### src/rtl/acc_conv_ctrl.sv
// Sequencing controller for the KxK-kernel / IMG_DIM x IMG_DIM-image convolution accelerator.
// Decodes APB register writes, sequences the A and X loads, and walks every output pixel and
// kernel tap. Pad flags are computed for the MAC datapath and results are handed back through
// an auto-incrementing read pointer.
module acc_conv_ctrl #(
    parameter int unsigned IMG_DIM = 28,
    parameter int unsigned K       = 3,
    localparam int unsigned NTAP   = K * K,
    localparam int unsigned NPIX   = IMG_DIM * IMG_DIM,
    localparam int unsigned AW     = $clog2(NTAP),
    localparam int unsigned XW     = $clog2(NPIX)
) (
    input  logic          HCLK,
    input  logic          HRESETn,
    input  logic          wr_valid,
    input  logic          rd_valid,
    input  logic [12:0]   addr,
    input  logic [31:0]   wdata,
    output logic          ready,
    output logic          clk_en,
    output logic          a_we,
    output logic          x_we,
    output logic [AW-1:0] a_waddr,
    output logic [XW-1:0] x_waddr,
    output logic [7:0]    ld_data,
    output logic [AW-1:0] a_raddr,
    output logic [XW-1:0] x_raddr,
    output logic          mac_valid,
    output logic          mac_first,
    output logic          mac_last,
    output logic          mac_pad,
    output logic [XW-1:0] res_waddr,
    output logic [XW-1:0] res_raddr,
    output logic          finish,
    output logic          err
);

    localparam int unsigned CW = $clog2(IMG_DIM);
    localparam int unsigned KW = (K > 1) ? $clog2(K) : 1;

    typedef enum logic [2:0] {StIdle, StLoadA, StLoadX, StRun, StDrain, StDone} state_e;

    state_e        r_state;
    logic [AW-1:0] r_a_cnt;
    logic [XW-1:0] r_x_cnt;
    logic [CW-1:0] r_row, r_col;
    logic [KW-1:0] r_kr, r_kc;
    logic          r_mac_valid, r_mac_first, r_mac_last, r_mac_pad;
    logic [XW-1:0] r_res_waddr, r_res_raddr;
    logic          r_finish, r_err;

    logic          w_stall, w_wr, w_en_on, w_en_off, w_wr_a, w_wr_x, w_rd_res;
    logic          w_a_we, w_x_we, w_bad;
    logic          w_tap_first, w_tap_last, w_pix_last, w_run;
    logic          w_pad;
    int            w_sr, w_sc;
    logic [AW-1:0] w_a_idx;
    logic [XW-1:0] w_x_idx;
    logic          w_unused;

    // Register decode; load writes are held off while the array is still being walked
    always_comb begin
        w_run    = (r_state == StRun);
        w_stall  = wr_valid && ((addr == 13'd1) || (addr == 13'd2)) &&
                   ((r_state == StRun) || (r_state == StDrain));
        w_wr     = wr_valid && !w_stall;
        w_en_on  = w_wr && (addr == 13'd0) && wdata[0];
        w_en_off = w_wr && (addr == 13'd0) && !wdata[0];
        w_wr_a   = w_wr && (addr == 13'd1);
        w_wr_x   = w_wr && (addr == 13'd2);
        w_rd_res = rd_valid && (addr == 13'd3);
        w_a_we   = w_wr_a && ((r_state == StLoadA) || (r_state == StDone));
        w_x_we   = w_wr_x && (r_state == StLoadX);
        w_bad    = (w_wr_a && ((r_state == StIdle) || (r_state == StLoadX))) ||
                   (w_wr_x && ((r_state == StIdle) || (r_state == StLoadA)));
    end

    // Tap geometry: source pixel of the current tap and whether it falls in the zero padding
    always_comb begin
        w_tap_first = (r_kr == '0) && (r_kc == '0);
        w_tap_last  = (r_kr == KW'(K - 1)) && (r_kc == KW'(K - 1));
        w_pix_last  = (r_row == CW'(IMG_DIM - 1)) && (r_col == CW'(IMG_DIM - 1));
        w_sr        = int'(r_row) + int'(r_kr) - int'(K / 2);
        w_sc        = int'(r_col) + int'(r_kc) - int'(K / 2);
        w_pad       = (w_sr < 0) || (w_sr >= int'(IMG_DIM)) ||
                      (w_sc < 0) || (w_sc >= int'(IMG_DIM));
        w_a_idx     = AW'(int'(r_kr) * int'(K) + int'(r_kc));
        w_x_idx     = w_pad ? '0 : XW'(w_sr * int'(IMG_DIM) + w_sc);
    end

    // Controller state, counters and registered datapath qualifiers
    always_ff @(posedge HCLK or negedge HRESETn) begin
        if (!HRESETn) begin
            r_state     <= StIdle;
            r_a_cnt     <= '0;
            r_x_cnt     <= '0;
            r_row       <= '0;
            r_col       <= '0;
            r_kr        <= '0;
            r_kc        <= '0;
            r_mac_valid <= 1'b0;
            r_mac_first <= 1'b0;
            r_mac_last  <= 1'b0;
            r_mac_pad   <= 1'b0;
            r_res_waddr <= '0;
            r_res_raddr <= '0;
            r_finish    <= 1'b0;
            r_err       <= 1'b0;
        end else if (w_en_off) begin
            // Abort from any state: everything back to its idle value
            r_state     <= StIdle;
            r_a_cnt     <= '0;
            r_x_cnt     <= '0;
            r_row       <= '0;
            r_col       <= '0;
            r_kr        <= '0;
            r_kc        <= '0;
            r_mac_valid <= 1'b0;
            r_mac_first <= 1'b0;
            r_mac_last  <= 1'b0;
            r_mac_pad   <= 1'b0;
            r_res_waddr <= '0;
            r_res_raddr <= '0;
            r_finish    <= 1'b0;
            r_err       <= 1'b0;
        end else begin
            // Qualifiers trail the issued address by one cycle to line up with memory read data
            r_mac_valid <= w_run;
            r_mac_first <= w_run && w_tap_first;
            r_mac_last  <= w_run && w_tap_last;
            r_mac_pad   <= w_run && w_pad;
            if (w_run) begin
                r_res_waddr <= XW'(int'(r_row) * int'(IMG_DIM) + int'(r_col));
            end
            if (w_bad) begin
                r_err <= 1'b1;
            end
            unique case (r_state)
                StIdle: begin
                    if (w_en_on) r_state <= StLoadA;
                end
                StLoadA: begin
                    if (w_a_we) begin
                        if (r_a_cnt == AW'(NTAP - 1)) begin
                            r_a_cnt <= '0;
                            r_state <= StLoadX;
                        end else begin
                            r_a_cnt <= r_a_cnt + 1'b1;
                        end
                    end
                end
                StLoadX: begin
                    if (w_x_we) begin
                        if (r_x_cnt == XW'(NPIX - 1)) begin
                            r_x_cnt <= '0;
                            r_state <= StRun;
                        end else begin
                            r_x_cnt <= r_x_cnt + 1'b1;
                        end
                    end
                end
                StRun: begin
                    if (r_kc != KW'(K - 1)) begin
                        r_kc <= r_kc + 1'b1;
                    end else begin
                        r_kc <= '0;
                        if (r_kr != KW'(K - 1)) begin
                            r_kr <= r_kr + 1'b1;
                        end else begin
                            r_kr <= '0;
                            if (r_col != CW'(IMG_DIM - 1)) begin
                                r_col <= r_col + 1'b1;
                            end else begin
                                r_col <= '0;
                                r_row <= w_pix_last ? '0 : r_row + 1'b1;
                                if (w_pix_last) r_state <= StDrain;
                            end
                        end
                    end
                end
                StDrain: begin
                    r_state  <= StDone;
                    r_finish <= 1'b1;
                end
                StDone: begin
                    if (w_a_we) begin
                        // Restart: this write already stored A[0]
                        r_a_cnt     <= AW'(1);
                        r_state     <= StLoadA;
                        r_finish    <= 1'b0;
                        r_res_raddr <= '0;
                    end else if (w_rd_res) begin
                        r_res_raddr <= (r_res_raddr == XW'(NPIX - 1)) ? '0 : r_res_raddr + 1'b1;
                    end
                end
                default: r_state <= StIdle;
            endcase
        end
    end

    // Output drive: strobes and issue addresses are combinational, the rest registered
    always_comb begin
        ready     = (wr_valid || rd_valid) && !w_stall;
        clk_en    = (r_state != StIdle);
        a_we      = w_a_we;
        x_we      = w_x_we;
        a_waddr   = r_a_cnt;
        x_waddr   = r_x_cnt;
        ld_data   = wdata[7:0];
        a_raddr   = w_run ? w_a_idx : '0;
        x_raddr   = w_run ? w_x_idx : '0;
        mac_valid = r_mac_valid;
        mac_first = r_mac_first;
        mac_last  = r_mac_last;
        mac_pad   = r_mac_pad;
        res_waddr = r_res_waddr;
        res_raddr = r_res_raddr;
        finish    = r_finish;
        err       = r_err;
        w_unused  = ^wdata[31:8];
    end

endmodule

### config.mk
export PLATFORM = sky130hd
export DESIGN_NAME = acc_conv_ctrl
export DESIGN_NICKNAME = d
export VERILOG_FILES = /design/src/rtl/acc_conv_ctrl.sv
export SDC_FILE = /design/constraint.sdc
export NUM_CORES = 1
export LEC_CHECK = 0
export CAP_MARGIN = 5
export CORE_MARGIN = 8
export CORE_UTILIZATION = 35
export DETAILED_ROUTE_END_ITERATION = 6
export HOLD_SLACK_MARGIN = 0.08
export PLACE_DENSITY_LB_ADDON = 0.25
export SLEW_MARGIN = 10
export SYNTH_ARGS = -nofsm -noshare
export SYNTH_HDL_FRONTEND = slang
export SYNTH_SLANG_ARGS = --single-unit
### constraint.sdc
create_clock -name HCLK -period 5.35 [get_ports HCLK]
set_clock_uncertainty 0.1 [all_clocks]
set_input_delay 0.8025 -clock HCLK [delete_from_list [all_inputs] [get_ports HCLK]]
set_output_delay 0.8025 -clock HCLK [all_outputs]
set_load 0.01 [all_outputs]
==> metrics.md, run 1 <==
| Metric | Value |
|---|---|
| Peak supply drop | `0.773 mV` |
| Initial DRC count | `354` |
| RSZ-0062 raised after global routing | `yes` |
| Final non-filler cell total | `836` |
| Lkg Pwr | `2.86 nW` |
| Max transition margin | `49.0%` |
| Final setup viols | `0` |
| Clk pwr share | `10.0%` |
| FF+latch area | `1430 µm²` |
| Initial antenna violation count | `0` |
| Die height | `135 µm` |
| Drt wl/cell | `14.8 µm` |
| Die area | `18,100 µm²` |
| Post-synthesis cell type count | `55` |
| R2R cell count | `16` |
| Layout area overhead | `30.1%` |
| Routed Antenna Nets | `0` |
| Vias in the first global route | `4,297` |
| Synth Register Bits | `57` |
| Worst Setup SP | `r_kr[1]$_DFFE_PN0P_` |
| H-tree depth | `3` |
| Outcome | `completed` |
| Via count | `4,297` |
| Clk slew on worst S/H paths | `50 ps` |
| Final HPWL DP | `9700 µm` |
| DR DRC count | `0` |
| Area occupied by multi-input gates | `3350 µm²` |
| Asr flop ratio synth | `100%` |
| Core area | `13,800 µm²` |
| Top-area cell type share of the netlist area | `29.0%` |
| Pint | `3.12 mW` |
| Gr ovfl total | `0` |
| Mapped cell area | `4910 µm²` |
| Comb pwr share | `79.0%` |
| Slowest CP cell | `fa_2` |
| CP Max Fanout | `3` |
| Register area share after synthesis | `29.0%` |
| Highest clock rate | `193 MHz` |
| Clock Latency Late Sink | `320 ps` |
| Die span in x | `135 µm` |
| Avg Vias per Cell | `5.14` |
| Measured slew at the worst slew-check pin | `764 ps` |
| Placed Cells | `820` |
| Sequential Power Share | `11.1%` |
| Synth Flop Type | `dfrtp_1` |
| Overall power | `5.51 mW` |
| Critical setup path kind | `flop to primary output` |
| Net Count, Synth | `690` |
| CTS hold repair buffers | `0` |
| Starting Density | `35.5%` |
| I/O Buffers | `76` |
| Worst Setup End Kind | `primary output` |
| Num CTS Buffers | `9` |
| Fillers | `1,310` |
| YS warnings | `0` |
| Detailed Route WL | `12,300 µm` |
| Slowest Stage Delay on Critical Path | `600 ps` |
| Startpoint Class | `flop` |
| Leading area contributor after synthesis | `dfrtp_1` |
| First-pass detailed-route iteration total | `5` |
| R2r setup slk | `1960 ps` |
| # IOs | `115` |
| Hold Crit Class | `flop to flop` |
| Final worst path period need | `5190 ps` |
| Pin count of the biggest net entering global routing | `58` |
| Fin crit share | `97.0%` |
| Total track usage | `13.7%` |
| Crit-path cells | `inv_1, ha_1, inv_1, ha_2, fa_2, ha_4, ha_4, xnor2_4, inv_1, ha_1, a21o_1, a21oi_1, xnor2_1, ha_1, buf_4, xor2_1, nor2_1, dlygate4sd2_1` |
| Min-Delay Startpoint | `res_raddr[9]$_DFFE_PN0P_` |
| Root buffer cell | `clkbuf_16` |
| Hold WS | `422 ps` |
| Switch Pwr | `2.39 mW` |
| Max clock buf depth | `2` |
| Critical path required time | `4450 ps` |
| Area contributors post-synth | `dfrtp_1, ha_1, fa_1` |
| GP Congestion | `0.786` |
| Critical Path End | `x_raddr[7]` |
| CP arrival | `4280 ps` |
| Final-stage net count | `779` |
| Cell Rows | `43` |
| Switching Share | `43.4%` |
| Share of layout cells above drive strength 1 | `10.5%` |
| PD cells | `862 nW/µm²` |
| Mapped Cells | `564` |
| Final Hold Viols | `0` |
| Max Cap Viol | `0` |
| Antenna diodes | `0` |
| Clk sinks | `57` |
| First-pass GRT wire length | `20,700 µm` |
| CTS tree | `yes` |
| EDFF count, synth | `0` |
| Syn Area/Cell | `8.71 µm²` |
| Worst r2r dst | `mac_pad$_DFF_PN0_` |
| RR Startpoint | `r_kr[1]$_DFFE_PN0P_` |
| Fin. max-slew vios | `0` |
==> synthesized netlist by cell type (all sizes together), types with 6 or more instances <==
cell type / number
xnor2: 18
ha: 62
xor2: 13
a21o: 11
a211oi: 7
fa: 15
nand2: 46
nor4: 6
nor3: 11
nand3: 22
nand2b: 9
and3: 11
dfrtp: 57
clkbuf: 10
a21oi: 40
nand4: 9
or3: 8
buf: 10
o21ai: 32
nor2: 60
inv: 54
==> layout by cell type, fill, tap and decap left out, types with 3 or more instances in the layout <==
| cell | Yosys | layout |
|---|---|---|
| dfrtp_1 | 57 | 57 |
| clkbuf_16 | 0 | 9 |
| or3_1 | 8 | 7 |
| and3_1 | 11 | 11 |
| o21bai_1 | 4 | 4 |
| nand3b_1 | 4 | 4 |
| xor2_1 | 13 | 12 |
| nand3_1 | 21 | 21 |
| ha_4 | 0 | 6 |
| inv_1 | 54 | 53 |
| nand2_1 | 46 | 46 |
| xnor2_1 | 18 | 15 |
| a21oi_2 | 0 | 5 |
| and2_1 | 3 | 3 |
| fa_1 | 15 | 14 |
| clkdlybuf4s50_1 | 0 | 71 |
| a21o_1 | 11 | 11 |
| clkinv_2 | 0 | 3 |
| o21ai_0 | 32 | 32 |
| and4_1 | 3 | 3 |
| mux2i_1 | 4 | 4 |
| nor4_1 | 4 | 4 |
| a21oi_1 | 40 | 35 |
| buf_4 | 8 | 22 |
| nand2b_1 | 9 | 9 |
| nor3_1 | 11 | 10 |
| nor2_1 | 60 | 60 |
| a31oi_1 | 4 | 4 |
| nand4_1 | 9 | 9 |
| a211oi_1 | 6 | 6 |
| or2_2 | 3 | 3 |
| ha_1 | 62 | 55 |
==> per-layer routing <==
metal,global-route usage (%),up-vias,routed length (µm)
met1,16.4,2076,5350
li1,-,2132,-
met3,2.82,10,556
met4,4.30,0,142
met2,23.9,79,6290
met5,0,-,0
==> critical path: cells and delay by family, from the launching register on <==
kind | cells | cell delay (ps)
adder cells (fa/ha/maj) | 7 | 2130
buffers and inverters | 5 | 590
flip-flops | 1 | 340
XOR/XNOR | 3 | 470
AO/OA/AOI/OAI | 2 | 350
AND/OR/NAND/NOR | 1 | 80
==> worst min-delay path by stage <==
stage	slack (ps)	depth (start not counted)	endpoint
2_1_floorplan	410	0	a_waddr[0]$_DFFE_PN0P_
3_3_place_gp	410	2	err$_DFFE_PN0P_
3_5_place_dp	400	2	err$_DFFE_PN0P_
4_1_cts	420	2	err$_DFFE_PN0P_
5_1_grt	460	2	res_waddr[1]$_DFFE_PN0P_
6_report	420	1	res_raddr[9]$_DFFE_PN0P_
==> power groups by stage <==
stage	registers (mW)	clock network (mW)	logic [mW]
2_1_floorplan	0.607	0	2.90
3_3_place_gp	0.615	0	3.78
3_5_place_dp	0.618	0	3.85
4_1_cts	0.610	0.560	3.97
5_1_grt	0.622	0.582	4.93
6_report	0.609	0.551	4.35
==> through the flow <==
| step | instance area, µm² | setup TNS [ps] | utilization [%] | worst slack [ps] |
|---|---|---|---|---|
| 2_1_floorplan | 4910 | 0 | - | 438 |
| 3_3_place_gp | 5940 | -5.36 | 43.0 | -5.36 |
| 3_5_place_dp | 5940 | -171 | 43.0 | -125 |
| 4_1_cts | 6260 | -16.8 | 45.3 | -16.8 |
| 5_1_grt | 6390 | -51.1 | 46.2 | -47.5 |
| 6_report | 6390 | 0 | 46.2 | 163 |
==> logic make-up after synthesis <==
group / count (synthesis) / synth area share, %
flops: 57 / 29.0
compound gates: 116 / 14.7
buf+inv: 74 / 6.31
xor+xnor: 31 / 5.52
fa+ha+maj: 77 / 21.9
simple gates: 205 / 21.7
mux: 4 / 0.815
==> area by class of cell <==
cell class	count	area share, %
Sequential cell	57	22.3
Tap cell	180	3.52
Clock inverter	4	0.705
Inverter	54	3.17
Clock buffer	10	3.74
Multi-Input combinational cell	433	52.3
Timing Repair Buffer	98	14.2
==> registers in the layout (all words and copies together), names as in the netlist <==
name,cells
r_kr,2
mac_last,1
a_waddr,4
mac_valid,1
r_col,5
mac_first,1
r_kc,2
x_waddr,10
res_waddr,10
r_row,5
r_state,3
res_raddr,10
err,1
finish,1
mac_pad,1
==> timing repair <==
item	in CTS	in global routing
resized for setup	13	18
setup endpoints to repair	6	6
cloned	0	0
buffers inserted	0	2
pin swaps	1	9
Power figures use the tool's default switching activity.
==> inputs of run 2 (changes only) <==
--- a/config.mk
+++ b/config.mk
@@ -7,2 +7,3 @@
 export LEC_CHECK = 0
+export ABC_AREA = 1
 export CAP_MARGIN = 5
==> constraint.sdc (replaced) <==
create_clock -name HCLK -period 5.8 [get_ports HCLK]
set_clock_uncertainty 0.1 [all_clocks]
set_input_delay 0.87 -clock HCLK [delete_from_list [all_inputs] [get_ports HCLK]]
set_output_delay 0.87 -clock HCLK [all_outputs]
set_load 0.1 [all_outputs]
==> metrics.md, run 2 <==
| Metric | Value |
|---|---|
| Worst Setup End Kind | `primary output` |
| R2r setup slk | `2710 ps` |
| GP Congestion | `0.869` |
| Starting Density | `35.6%` |
| Fin. max-slew vios | `0` |
| Initial DRC count | `132` |
| Max Cap Viol | `0` |
| Final HPWL DP | `8940 µm` |
| Register area share after synthesis | `27.8%` |
| Slowest Stage Delay on Critical Path | `500 ps` |
| # IOs | `115` |
| Asr flop ratio synth | `100%` |
| First-pass detailed-route iteration total | `4` |
| Antenna diodes | `0` |
| H-tree depth | `3` |
| CTS tree | `yes` |
| Area contributors post-synth | `dfrtp_1, ha_1, nand2_1` |
| Xor/xnor cell area share of the yosys netlist | `6.82%` |
| EDFF count, synth | `0` |
| Layout area overhead | `28.5%` |
| Final setup viols | `0` |
| Drt wl/cell | `12.2 µm` |
| DR DRC count | `0` |
| Vias in the first global route | `4,275` |
| Simple-gate share of the synthesized area | `24.5%` |
| CTS hold repair buffers | `0` |
| Buf/Inv on CP | `7` |
| Hold Crit Class | `flop to flop` |
| Avg Vias per Cell | `4.74` |
| Cell Rows | `44` |
| I/O Buffers | `76` |
| Clk slew on worst S/H paths | `50 ps` |
| CP arrival | `4610 ps` |
| Outcome | `completed` |
| Synth Register Bits | `57` |
| YS warnings | `0` |
| Detailed Route WL | `11,400 µm` |
| Top-area cell type share of the netlist area | `27.8%` |
| Critical path required time | `4830 ps` |
| Fillers | `1,408` |
| Compound-cell area share of the yosys netlist | `8.87%` |
| Measured slew at the worst slew-check pin | `1020 ps` |
| Most common cell after layout, fill and taps aside | `nand2_1` |
| Final-stage net count | `870` |
| Final non-filler cell total | `933` |
| Adder-cell share of the synthesized area | `21.0%` |
| Highest clock rate | `179 MHz` |
| Slowest CP cell | `fa_1` |
| Fin crit share | `96.2%` |
| Min-Delay Startpoint | `err$_DFFE_PN0P_` |
| Final worst path period need | `5580 ps` |
| Crit-path cells | `inv_1, ha_1, inv_1, ha_4, fa_2, ha_1, inv_1, fa_1, inv_1, ha_1, nand2_1, o221ai_2, xor2_1, ha_1, nand2_2, inv_1, nand4_1, o211ai_1, buf_4, a21oi_2, nor2_2, buf_12` |
| Leading area contributor after synthesis | `dfrtp_1` |
| Max transition margin | `31.9%` |
| Most frequent cells in the layout | `nand2_1, inv_1, clkdlybuf4s50_1` |
| Routed Antenna Nets | `0` |
| Die height | `137 µm` |
| Setup tns final | `0 ps` |
| Via count | `4,422` |
| Net Count, Synth | `787` |
| Post-synthesis cell type count | `43` |
| Critical setup path kind | `flop to primary output` |
| Root buffer cell | `clkbuf_16` |
| Max clock buf depth | `2` |
| Die area | `18,800 µm²` |
| Final Hold Viols | `0` |
| Startpoint Class | `flop` |
| FF+latch area | `1430 µm²` |
| Clk sinks | `57` |
| Gr ovfl total | `0` |
| Total track usage | `12.3%` |
| Initial antenna violation count | `0` |
| Clock Latency Late Sink | `330 ps` |
| Post-synth top cells | `nand2_1, inv_1, ha_1, nor2_1, nand3_1` |
| Area occupied by multi-input gates | `3280 µm²` |
| Largest family of logic cells by synthesized area | `simple AND/OR/NAND/NOR gates` |
| RR Startpoint | `r_kr[1]$_DFFE_PN0P_` |
| Mapped cell area | `5130 µm²` |
| First-pass GRT wire length | `19,300 µm` |
| Mapped Cells | `661` |
| Worst Setup SP | `r_row[1]$_DFFE_PN0P_` |
| Placed Cells | `911` |
| Die span in x | `137 µm` |
| Core area | `14,400 µm²` |
| Num CTS Buffers | `9` |
| Syn Area/Cell | `7.77 µm²` |
| Synth Flop Type | `dfrtp_1` |
| CP Max Fanout | `4` |
| Multiplexer share of the synthesized area | `0.439%` |
| CP most frequent cell | `inv_1` |
| CP top delay family | `adder cells` |
| Pin count of the biggest net entering global routing | `58` |
| Count leader, synth | `nand2_1` |
| Share of layout cells above drive strength 1 | `13.1%` |
[run 2: cell types whose count changed after synthesis, moves of 11 or more]
cell,delta
nand2_1,+72
inv_1,+54
nand3_1,+37
a21oi_1,-15
xor2_1,+14
a21o_1,-11
[run 2: worst paths after layout]
kind                                                to  cells after the start
worst max-delay path                        x_raddr[9]                     22
worst max register to register       mac_pad$_DFF_PN0_                     16
worst min register to register         err$_DFFE_PN0P_                      2
max in group asynchronous         r_row[3]$_DFFE_PN0P_                      2
worst min-delay path                   err$_DFFE_PN0P_                      2
min in group asynchronous       x_waddr[7]$_DFFE_PN0P_                      2
[run 2: timing repair]
action,in CTS,in global routing
setup endpoints to repair,1,2
pin swaps,0,12
cloned,0,0
setup buffers,1,5
gates resized for setup,2,24
[run 2: routing by layer]
layer / GRT usage [%] / up-vias / part of all wire, %
met5: 0 / - / 0
met3: 2.46 / 10 / 5.5
met2: 21.7 / 75 / 49
met1: 14.6 / 2060 / 45
li1: - / 2277 / -
met4: 4.35 / 0 / 1.3
[run 2: worst register-to-register path: stages, from the launching register on]
cell	delay, ps
dfrtp_1	370
inv_2	60
ha_1	270
inv_1	60
ha_4	170
fa_2	380
a21oi_2	130
o21bai_1	80
xor2_1	230
inv_1	110
buf_4	140
ha_1	170
a32o_1	270
nor3_1	170
nand3_1	110
inv_1	120
nor2_1	50
[run 2: logic make-up (layout without fill, tap and decap cells)]
| kind of cell | Yosys count | after routing |
|---|---|---|
| flops | 57 | 57 |
| fa+ha+maj | 77 | 77 |
| simple gates | 278 | 278 |
| xor+xnor | 40 | 40 |
| compound gates | 76 | 76 |
| mux | 2 | 2 |
| buf+inv | 131 | 219 |
[run 2: metrics by stage]
stage / cell area (µm²) / hold WS, ps / setup WS [ps] / util, %
detailed placement: 6080 / 391 / 285 / 42.2
global placement: 6080 / 388 / 368 / 42.2
CTS: 6460 / 408 / 16.3 / 44.8
floorplan: 5140 / 402 / 138 / -
global route: 6600 / 434 / -10.6 / 45.8
finish: 6600 / 402 / 222 / 45.8
[run 2: area by class of cell]
class / instances / share of cell area (%)
clock inverters: 6 / 1.97
well taps: 184 / 3.49
clock buffers: 10 / 3.47
multi-input cells: 473 / 49.7
flip-flops and latches: 57 / 21.7
repair buffers: 87 / 13.1
inverters: 116 / 6.64
Power of run 2 is not shown: default switching activity piles up to over one toggle a cycle in this logic, so the estimate is an artifact.
